==> config.mk <==
export PLATFORM = sky130hd
export DESIGN_NAME = hv_seq_ctrl_flat
export DESIGN_NICKNAME = d
export VERILOG_FILES = /design/src/rtl/hv_seq_ctrl_if.sv /design/src/rtl/hv_seq_ctrl.sv /design/src/flat_wrapper.sv
export SDC_FILE = /design/constraint.sdc
export NUM_CORES = 1
export LEC_CHECK = 0
export ABC_AREA = 1
export ABC_CLOCK_PERIOD_IN_PS = 4700
export CAP_MARGIN = 10
export CORE_UTILIZATION = 45
export CTS_CLUSTER_DIAMETER = 60
export DETAILED_ROUTE_END_ITERATION = 10
export PLACE_DENSITY = 0.84
export SLEW_MARGIN = 20
export SYNTH_ARGS = -nofsm -noshare
export SYNTH_HDL_FRONTEND = slang
export SYNTH_SLANG_ARGS = --single-unit
==> constraint.sdc <==
create_clock -name AXIS_ACLK -period 4.7 [get_ports AXIS_ACLK]
set_input_delay 0.47 -clock AXIS_ACLK [delete_from_list [all_inputs] [get_ports AXIS_ACLK]]
set_output_delay 0.47 -clock AXIS_ACLK [all_outputs]
set_load 0.005 [all_outputs]
==> src/rtl/hv_seq_ctrl_if.sv <==
// Stream handshake monitor bundle for hv_seq_ctrl: S_AXIS (src) and M_AXIS (dst)
// valid/ready/last as seen on the stream clock. The sequencer only observes these.
interface hv_seq_ctrl_if;
  logic src_valid;
  logic src_ready;
  logic src_last;
  logic dst_valid;
  logic dst_ready;
  logic dst_last;

  modport master (
    output src_valid, src_ready, src_last,
    output dst_valid, dst_ready, dst_last
  );

  modport slave (
    input src_valid, src_ready, src_last,
    input dst_valid, dst_ready, dst_last
  );
endinterface

==> src/rtl/hv_seq_ctrl.sv <==
// Run sequencer: latches job geometry, walks item-memory generation (matw), holds run until
// the final output beat. Optional RUN watchdog enabled by defining HV_SEQ_WDOG_EN.
module hv_seq_ctrl #(
  parameter int unsigned TIMEOUT_CYC = 65535
) (
  input  logic        AXIS_ACLK,
  input  logic        AXIS_ARESETN,
  hv_seq_ctrl_if.slave axis,
  input  logic        start,
  input  logic        abort,
  input  logic [19:0] cfg_ngram,
  input  logic [19:0] cfg_blocks,
  input  logic [15:0] cfg_items,
  output logic        matw,
  output logic [15:0] mat_a,
  output logic        run,
  output logic [19:0] addr_i,
  output logic [19:0] addr_j,
  output logic        busy,
  output logic        done,
  output logic        err,
  output logic [31:0] beat_cnt
);

  typedef enum logic [1:0] {IDLE, GEN, RUN, DONE} state_t;

  state_t      state;
  logic [15:0] items;
  logic        src_done;

  logic src_hs, dst_hs, src_last_hs, dst_last_hs, wdog_hit;
  assign src_hs      = axis.src_valid & axis.src_ready;
  assign dst_hs      = axis.dst_valid & axis.dst_ready;
  assign src_last_hs = src_hs & axis.src_last;
  assign dst_last_hs = dst_hs & axis.dst_last;

`ifdef HV_SEQ_WDOG_EN
  logic [15:0] idle_cnt;
  assign wdog_hit = (idle_cnt == 16'(TIMEOUT_CYC - 1)) & ~src_hs & ~dst_hs;
`else
  assign wdog_hit = 1'b0;
`endif

  always_ff @(posedge AXIS_ACLK or negedge AXIS_ARESETN) begin
    if (!AXIS_ARESETN) begin
      state    <= IDLE;
      items    <= '0;
      src_done <= 1'b0;
      matw     <= 1'b0;
      mat_a    <= '0;
      run      <= 1'b0;
      addr_i   <= '0;
      addr_j   <= '0;
      busy     <= 1'b0;
      done     <= 1'b0;
      err      <= 1'b0;
      beat_cnt <= '0;
`ifdef HV_SEQ_WDOG_EN
      idle_cnt <= '0;
`endif
    end else begin
      done <= 1'b0;
      case (state)
        IDLE: begin
          // abort beats a simultaneous start
          if (start && !abort) begin
            addr_j   <= cfg_ngram;
            addr_i   <= cfg_blocks;
            items    <= cfg_items;
            err      <= 1'b0;
            beat_cnt <= '0;
            mat_a    <= '0;
            src_done <= 1'b0;
            matw     <= 1'b1;
            busy     <= 1'b1;
            state    <= GEN;
          end
        end
        GEN: begin
          if (abort) begin
            matw  <= 1'b0;
            busy  <= 1'b0;
            err   <= 1'b1;
            state <= IDLE;
          end else if (mat_a == items) begin
            // mat_a holds at the last address; no wrap even for items = 16'hFFFF
            matw  <= 1'b0;
            run   <= 1'b1;
            state <= RUN;
`ifdef HV_SEQ_WDOG_EN
            idle_cnt <= '0;
`endif
          end else begin
            mat_a <= mat_a + 16'd1;
          end
        end
        RUN: begin
          if (abort) begin
            run   <= 1'b0;
            busy  <= 1'b0;
            err   <= 1'b1;
            state <= IDLE;
          end else begin
            if (src_last_hs) src_done <= 1'b1;
            if (dst_hs) beat_cnt <= beat_cnt + 32'd1;
            if (dst_last_hs) begin
              // a src_last in the same cycle counts as already seen
              if (!src_done && !src_last_hs) err <= 1'b1;
              run   <= 1'b0;
              done  <= 1'b1;
              state <= DONE;
            end else if (wdog_hit) begin
              run   <= 1'b0;
              busy  <= 1'b0;
              err   <= 1'b1;
              state <= IDLE;
            end
`ifdef HV_SEQ_WDOG_EN
            if (src_hs || dst_hs) idle_cnt <= '0;
            else                  idle_cnt <= idle_cnt + 16'd1;
`endif
          end
        end
        DONE: begin
          busy  <= 1'b0;
          state <= IDLE;
        end
        default: begin
          matw  <= 1'b0;
          run   <= 1'b0;
          busy  <= 1'b0;
          state <= IDLE;
        end
      endcase
    end
  end

endmodule

==> src/flat_wrapper.sv <==
// flat-port wrapper written by rule: the top's interface ports become plain ports
module hv_seq_ctrl_flat 
#(
  parameter int unsigned TIMEOUT_CYC = 65535
)
  (AXIS_ACLK, AXIS_ARESETN, start, abort, cfg_ngram, cfg_blocks, cfg_items, matw, mat_a, run, addr_i, addr_j, busy, done, err, beat_cnt, axis_src_valid, axis_src_ready, axis_src_last, axis_dst_valid, axis_dst_ready, axis_dst_last);
  hv_seq_ctrl_if axis_i ();
  input  logic AXIS_ACLK;
  input  logic AXIS_ARESETN;
  input  logic start;
  input  logic abort;
  input  logic [19:0] cfg_ngram;
  input  logic [19:0] cfg_blocks;
  input  logic [15:0] cfg_items;
  output logic matw;
  output logic [15:0] mat_a;
  output logic run;
  output logic [19:0] addr_i;
  output logic [19:0] addr_j;
  output logic busy;
  output logic done;
  output logic err;
  output logic [31:0] beat_cnt;
  input wire logic [$bits(axis_i.src_valid)-1:0] axis_src_valid;
  input wire logic [$bits(axis_i.src_ready)-1:0] axis_src_ready;
  input wire logic [$bits(axis_i.src_last)-1:0] axis_src_last;
  input wire logic [$bits(axis_i.dst_valid)-1:0] axis_dst_valid;
  input wire logic [$bits(axis_i.dst_ready)-1:0] axis_dst_ready;
  input wire logic [$bits(axis_i.dst_last)-1:0] axis_dst_last;
  assign axis_i.src_valid = axis_src_valid;
  assign axis_i.src_ready = axis_src_ready;
  assign axis_i.src_last = axis_src_last;
  assign axis_i.dst_valid = axis_dst_valid;
  assign axis_i.dst_ready = axis_dst_ready;
  assign axis_i.dst_last = axis_dst_last;
  hv_seq_ctrl #(.TIMEOUT_CYC(TIMEOUT_CYC)) u_core (.AXIS_ACLK(AXIS_ACLK), .AXIS_ARESETN(AXIS_ARESETN), .axis(axis_i), .start(start), .abort(abort), .cfg_ngram(cfg_ngram), .cfg_blocks(cfg_blocks), .cfg_items(cfg_items), .matw(matw), .mat_a(mat_a), .run(run), .addr_i(addr_i), .addr_j(addr_j), .busy(busy), .done(done), .err(err), .beat_cnt(beat_cnt));
endmodule
==> results.cfg, run 1 <==
[status]
status = completed

[clocking]
cts_made_buffers = 9
path_clk_slew_ns = 0.07
postCtsSetupBuffers = 0
post_cts_resize_count = 0
cts.sink_count = 112
cts_max_path_buffers = 2
clkLatencyLatePin_ns = 0.35
root_buffer = clkbuf_16
ctsHoldBuffers = 0
cts_tree = done
htree_num_levels = 3

[job]
drv_cap = 0

[detailed_routing]
vias_per_cell = 5.05
dr.pass1.iters = 6
drc_errors = 0
detail-route-antenna-nets = 0
drt_wl_total_um = 15200
vias = 5761
drt-initial-drc-count = 412
routedWlPerCell_um = 13.3

[critical_path]
cp-start-kind = flop
critPathBufInv = 2
worst_path_max_delay_cell = ha_1
critPathKind = reg2reg
crit_chain = inv_1 -> ha_1 -> nand3_1 -> nand2_1 -> o211ai_4 -> inv_2 -> nand2_1 -> nor3_1 -> nor3_1
crit_family = simple AND/OR/NAND/NOR gates
crit_fanout = 23
critPathArrivalTime_ns = 2.86
max_stage_delay_ns = 0.61
end_kind = flop
critPathRequiredTime_ns = 4.92

[logic_synthesis]
synth_compound_area_share_pct = 7.01
muxShareOfSynthArea_pct = 0
yosys-top-cells-area = dfrtp_1, nand2_1, nor2_1
netlist_instances = 813
synthDistinctLibCells = 37
synthAdderAreaFrac_pct = 1.27
synth_edf_count = 0
ys_warn_count = 0
ys_ff_latch = 112
synth_top_family_by_area = simple AND/OR/NAND/NOR gates
yosysTopAreaCell = dfrtp_1
yosys.area.top_type_share_pct = 47.5
yosysMostFrequentCell = nand2_1
yosys.area_share.simple_pct = 36.4
yosys.area_share.xor_xnor_pct = 0.742
synth-seq-area-share_pct = 47.5
yosys-top-cells-count = nand2_1, dfrtp_1, nor2_1
synth_area_sq_um = 5910
synth_nets = 885
synthArstFlopShare_pct = 100
syn_avg_cell_area_sq_um = 7.26
synthFlopType = dfrtp_1

[global_route]
grt_max_degree = 72
overflow = 0
grt_pass1_vias = 5438
grt_first_pass_wirelength_um = 25900
antenna_found_initial = 0
grt.total_usage_pct = 24.4

[die]
std_cell_rows = 41
dieWidth_um = 117
chipHeight_um = 117
start_util_pct = 46.4
ioPinCount = 159
core-area_sq_um = 12700
die_area_sq_um = 13600

[place]
placed_cell_area_sq_um = 7610
port_buffers = 158
globalplace.congestion = 0.912
post-dp-hpwl_um = 10900

[layout]
syn_to_final_growth_pct = 34.0
drive_above_1_share_pct = 3.93
final.fill_count = 1136
n_antenna_cell = 0
final_cell_area_sq_um = 7910
fin_nets = 1035

[power]
ir_drop_mv = 0.285
power_density_nw_per_um2 = 451
power_leakage_nw = 3.59

[sta]
setup_viol = 0
clock_skew_ns = 0.00720
period_needed_ns = 2.64
slew-limit-headroom_pct = 44.1
hold_ws_ns = 0.228
finalSetupTns_ns = 0
worstMarginPinSlew_ns = 0.839
finalHoldViolCount = 0
fmax_mhz = 379
fin_crit_sh_pct = 56.1
drv_slew = 0
rsz0062_at_grt = no

[hold_path]
hold_path_class = in2async
per-layer routing:
metal	wire length, um	global-route usage, %	part of all wire (%)
met3	1080	5.24	7.1
met2	6980	38.5	46
met1	6910	33.7	46
met4	206	7.85	1.4
met5	0	0	0
where the power goes:
part | internal [mW] | total (mW) | switching (mW)
registers | 1.24 | 1.42 | 0.175
clock network | 0.419 | 0.780 | 0.361
logic | 0.633 | 1.37 | 0.736
total | 2.30 | 3.57 | 1.27
kinds of logic (layout without fill, tap and decap cells):
logic type      Yosys count  count (layout)
simple gates            513             513
flops                   112             112
buf+inv                 104             259
compound gates           73              73
fa+ha+maj                 6               6
xor+xnor                  5               5
placed cells by master, fill, tap and decap left out, types with 3 or more instances in the layout:
| cell | instances |
|---|---|
| inv_2 | 5 |
| inv_1 | 78 |
| xor2_1 | 5 |
| nand2_1 | 332 |
| a21oi_1 | 16 |
| o21ai_1 | 4 |
| nor2_2 | 3 |
| o21ai_0 | 42 |
| clkbuf_16 | 9 |
| nand4_1 | 31 |
| dfrtp_1 | 112 |
| nand3_1 | 26 |
| nor2_1 | 88 |
| clkdlybuf4s50_1 | 157 |
| buf_4 | 3 |
| nor3_1 | 19 |
| ha_1 | 6 |
| nor2_4 | 4 |
cell type report:
cell class / count / area [sq um] / share of cell area (%)
inverter: 83 / 312 / 3.94
clock inverter: 7 / 78.8 / 0.996
timing repair buffer: 160 / 1590 / 20.1
sequential: 112 / 2800 / 35.4
clock buffer: 9 / 225 / 2.85
multi-input combinational: 597 / 2690 / 33.9
tap: 172 / 215 / 2.72
stage by stage:
step           instances  worst slack (ns)  total power, mW  utilization (%)
2_1_floorplan        813              3.02             2.17                -
3_3_place_gp        1124              2.13             2.77             59.8
3_5_place_dp        1124              2.09             2.81             59.8
4_1_cts             1140              2.08             3.60             62.2
5_1_grt             1140              1.83             3.87             62.2
6_report            1140              2.06             3.57             62.2
final timing paths:
path | startpoint | end | cells after the start | slack (ns)
worst max register to register | u_core.state[0] | u_core.beat_cnt[6] | 9 | 2.06
max in group asynchronous | AXIS_ARESETN | u_core.beat_cnt[14] | 2 | 3.33
worst min register to register | u_core.addr_i[3] | u_core.addr_i[3] | 2 | 0.47
worst min-delay path | AXIS_ARESETN | u_core.items[9] | 1 | 0.23
min in group AXIS_ACLK | u_core.addr_i[3] | u_core.addr_i[3] | 2 | 0.47
worst max-delay path | u_core.state[0] | u_core.beat_cnt[6] | 9 | 2.06
state kept, by name, summed over array words and instances, names as in the netlist:
register	flops
u_core.beat_cnt	32
u_core.addr_i	20
u_core.addr_j	20
u_core.items	16
u_core.mat_a	16
u_core.state	2
u_core.busy	1
u_core.done	1
u_core.err	1
u_core.matw	1
u_core.run	1
u_core.src_done	1
No activity file was read; power rests on OpenSTA's default activity.
==> run 2: changes to the inputs <==
ABC_CLOCK_PERIOD_IN_PS = 2180   (was 4700)
CORE_UTILIZATION = 44   (was 45)
PLACE_DENSITY = 0.86   (was 0.84)
clock period = 2.18 ns   (was 4.7 ns; I/O delays follow)
==> run 2 against run 1 <==
Compared with the run above:
- register-to-register slack got worse by 1.9 ns
- final cell count grew 0.88%
- clock power rose by 140%
==> results.cfg, run 2 (synthesized netlist as in run 1, its figures left out) <==
[place]
port_buffers = 158
globalplace.congestion = 0.887
place_ws_ns = 0.00783
post-dp-hpwl_um = 11300

[layout]
drive_above_1_share_pct = 4.81
largest_reg_flops = 32
top_regs = u_core.beat_cnt x32, u_core.addr_i x20, u_core.addr_j x20
finish.utilization_pct = 62.8
top_register = u_core.beat_cnt
final_common_cell = nand2_1
fin_nets = 1045
n_antenna_cell = 0
mostFrequentLayoutCells = nand2_1, clkdlybuf4s50_1, dfrtp_1
syn_to_final_growth_pct = 36.8

[detailed_routing]
vias = 5760
drt-initial-drc-count = 363
drc_errors = 0
vias_per_cell = 5.01
detail-route-antenna-nets = 0
drt_wl_total_um = 15500
dr.pass1.iters = 5
routedWlPerCell_um = 13.4

[hold_path]
min_path_cells = 3
hold_path_class = in2reg
holdPathEnd = u_core.addr_i[1]
hp-start = cfg_blocks[1]

[critical_path]
r2r_setup_slack_ns = 0.12
crit_fanout = 8
critPathKind = reg2reg
end_kind = flop
r2r-end = u_core.beat_cnt[15]
critPathArrivalTime_ns = 2.30
critPathRequiredTime_ns = 2.41
r2r_cells = 10
cp-start-kind = flop
r2r-start = u_core.state[0]

[global_route]
grt_first_pass_wirelength_um = 25900
antenna_found_initial = 0
grt_max_degree = 72
grt_pass1_vias = 5425
overflow = 0
grt.total_usage_pct = 22.9

[clocking]
cts_max_path_buffers = 2
htree_num_levels = 3
clkLatencyLatePin_ns = 0.35
root_buffer = clkbuf_16
cts_made_buffers = 9
cts_tree = done
cts.sink_count = 112
path_clk_slew_ns = 0.07

[power]
power_leakage_nw = 3.68
power_density_nw_per_um2 = 1000
ir_drop_mv = 0.603
p_switching_mw = 2.78
p_clk_share_pct = 23.5
power_frac_comb_pct = 38.8
power.internal_mw = 5.31
p_seq_share_pct = 37.8
switching_share_pct = 34.3

[job]
drv_cap = 0

[sta]
drv_slew = 0
slew-limit-headroom_pct = 57.6
hold_ws_ns = 0.394
finalHoldViolCount = 0
worstMarginPinSlew_ns = 0.636
fin_crit_sh_pct = 94.6
rsz0062_at_grt = yes
fmax_mhz = 485
finalSetupTns_ns = 0
setup_viol = 0
period_needed_ns = 2.06
worst_slack_ns = 0.119
clock_skew_ns = 0.00605

[die]
dieWidth_um = 118
core-area_sq_um = 12900
die_area_sq_um = 13900
std_cell_rows = 41
ioPinCount = 159
start_util_pct = 45.9
chipHeight_um = 118

[status]
status = completed
[run 2: through the flow]
| stage | instance area [sq um] | instances | total power [mW] |
|---|---|---|---|
| 3_3_place_gp | 7690 | 1130 | 6.03 |
| 5_1_grt | 8080 | 1150 | 8.68 |
| 6_report | 8080 | 1150 | 8.09 |
| 2_1_floorplan | 5910 | 813 | 4.68 |
| 3_5_place_dp | 7690 | 1130 | 6.12 |
| 4_1_cts | 8050 | 1147 | 8.06 |
[run 2: timing repair]
item                       CTS  global route
hold buffers                 1             0
hold endpoints to repair    45             0
buffers inserted             0             3
gates resized for setup      0             1
setup endpoints to repair    0            15
[run 2: critical path, stage by stage (launching register included)]
cell	delay (ns)
dfrtp_1	0.42
inv_1	0.10
ha_1	0.33
nand3_1	0.13
nand2_1	0.12
o211ai_4	0.11
buf_12	0.16
nor2_4	0.13
nand2_1	0.15
o21ai_1	0.20
a21oi_1	0.09
[run 2: routing by layer]
layer	global-route usage, %	vias up	share of wire (%)
li1	-	2888	-
met1	31.1	2626	46
met2	35.4	217	45
met3	5.18	29	7.0
met4	9.29	0	2.3
met5	0	-	0
[run 2: cell type report]
class / count / area, sq um
clock inverters: 7 / 119
multi-input cells: 597 / 2690
inverters: 83 / 312
fillers: 1123 / 4800
clock buffers: 9 / 225
repair buffers: 170 / 1720
well taps: 172 / 215
flip-flops and latches: 112 / 2800
[run 2: worst max path at each step]
stage	endpoint	depth (start not counted)	slack, ns	startpoint
6_report	u_core.beat_cnt[15]	10	0.12	u_core.state[0]
2_1_floorplan	u_core.beat_cnt[6]	8	0.50	u_core.state[0]
4_1_cts	u_core.beat_cnt[6]	8	0.03	u_core.state[0]
3_5_place_dp	u_core.beat_cnt[6]	9	0.008	abort
3_3_place_gp	u_core.beat_cnt[6]	9	0.13	abort
5_1_grt	u_core.beat_cnt[6]	10	-0.03	u_core.state[0]
[run 2: power groups by stage]
stage	Sequential, mW	Clock (mW)	Combinational [mW]
2_1_floorplan	3.07	0	1.61
6_report	3.06	1.90	3.14
5_1_grt	3.14	2.03	3.51
4_1_cts	3.06	1.94	3.05
3_5_place_dp	3.08	0	3.04
3_3_place_gp	3.08	0	2.95
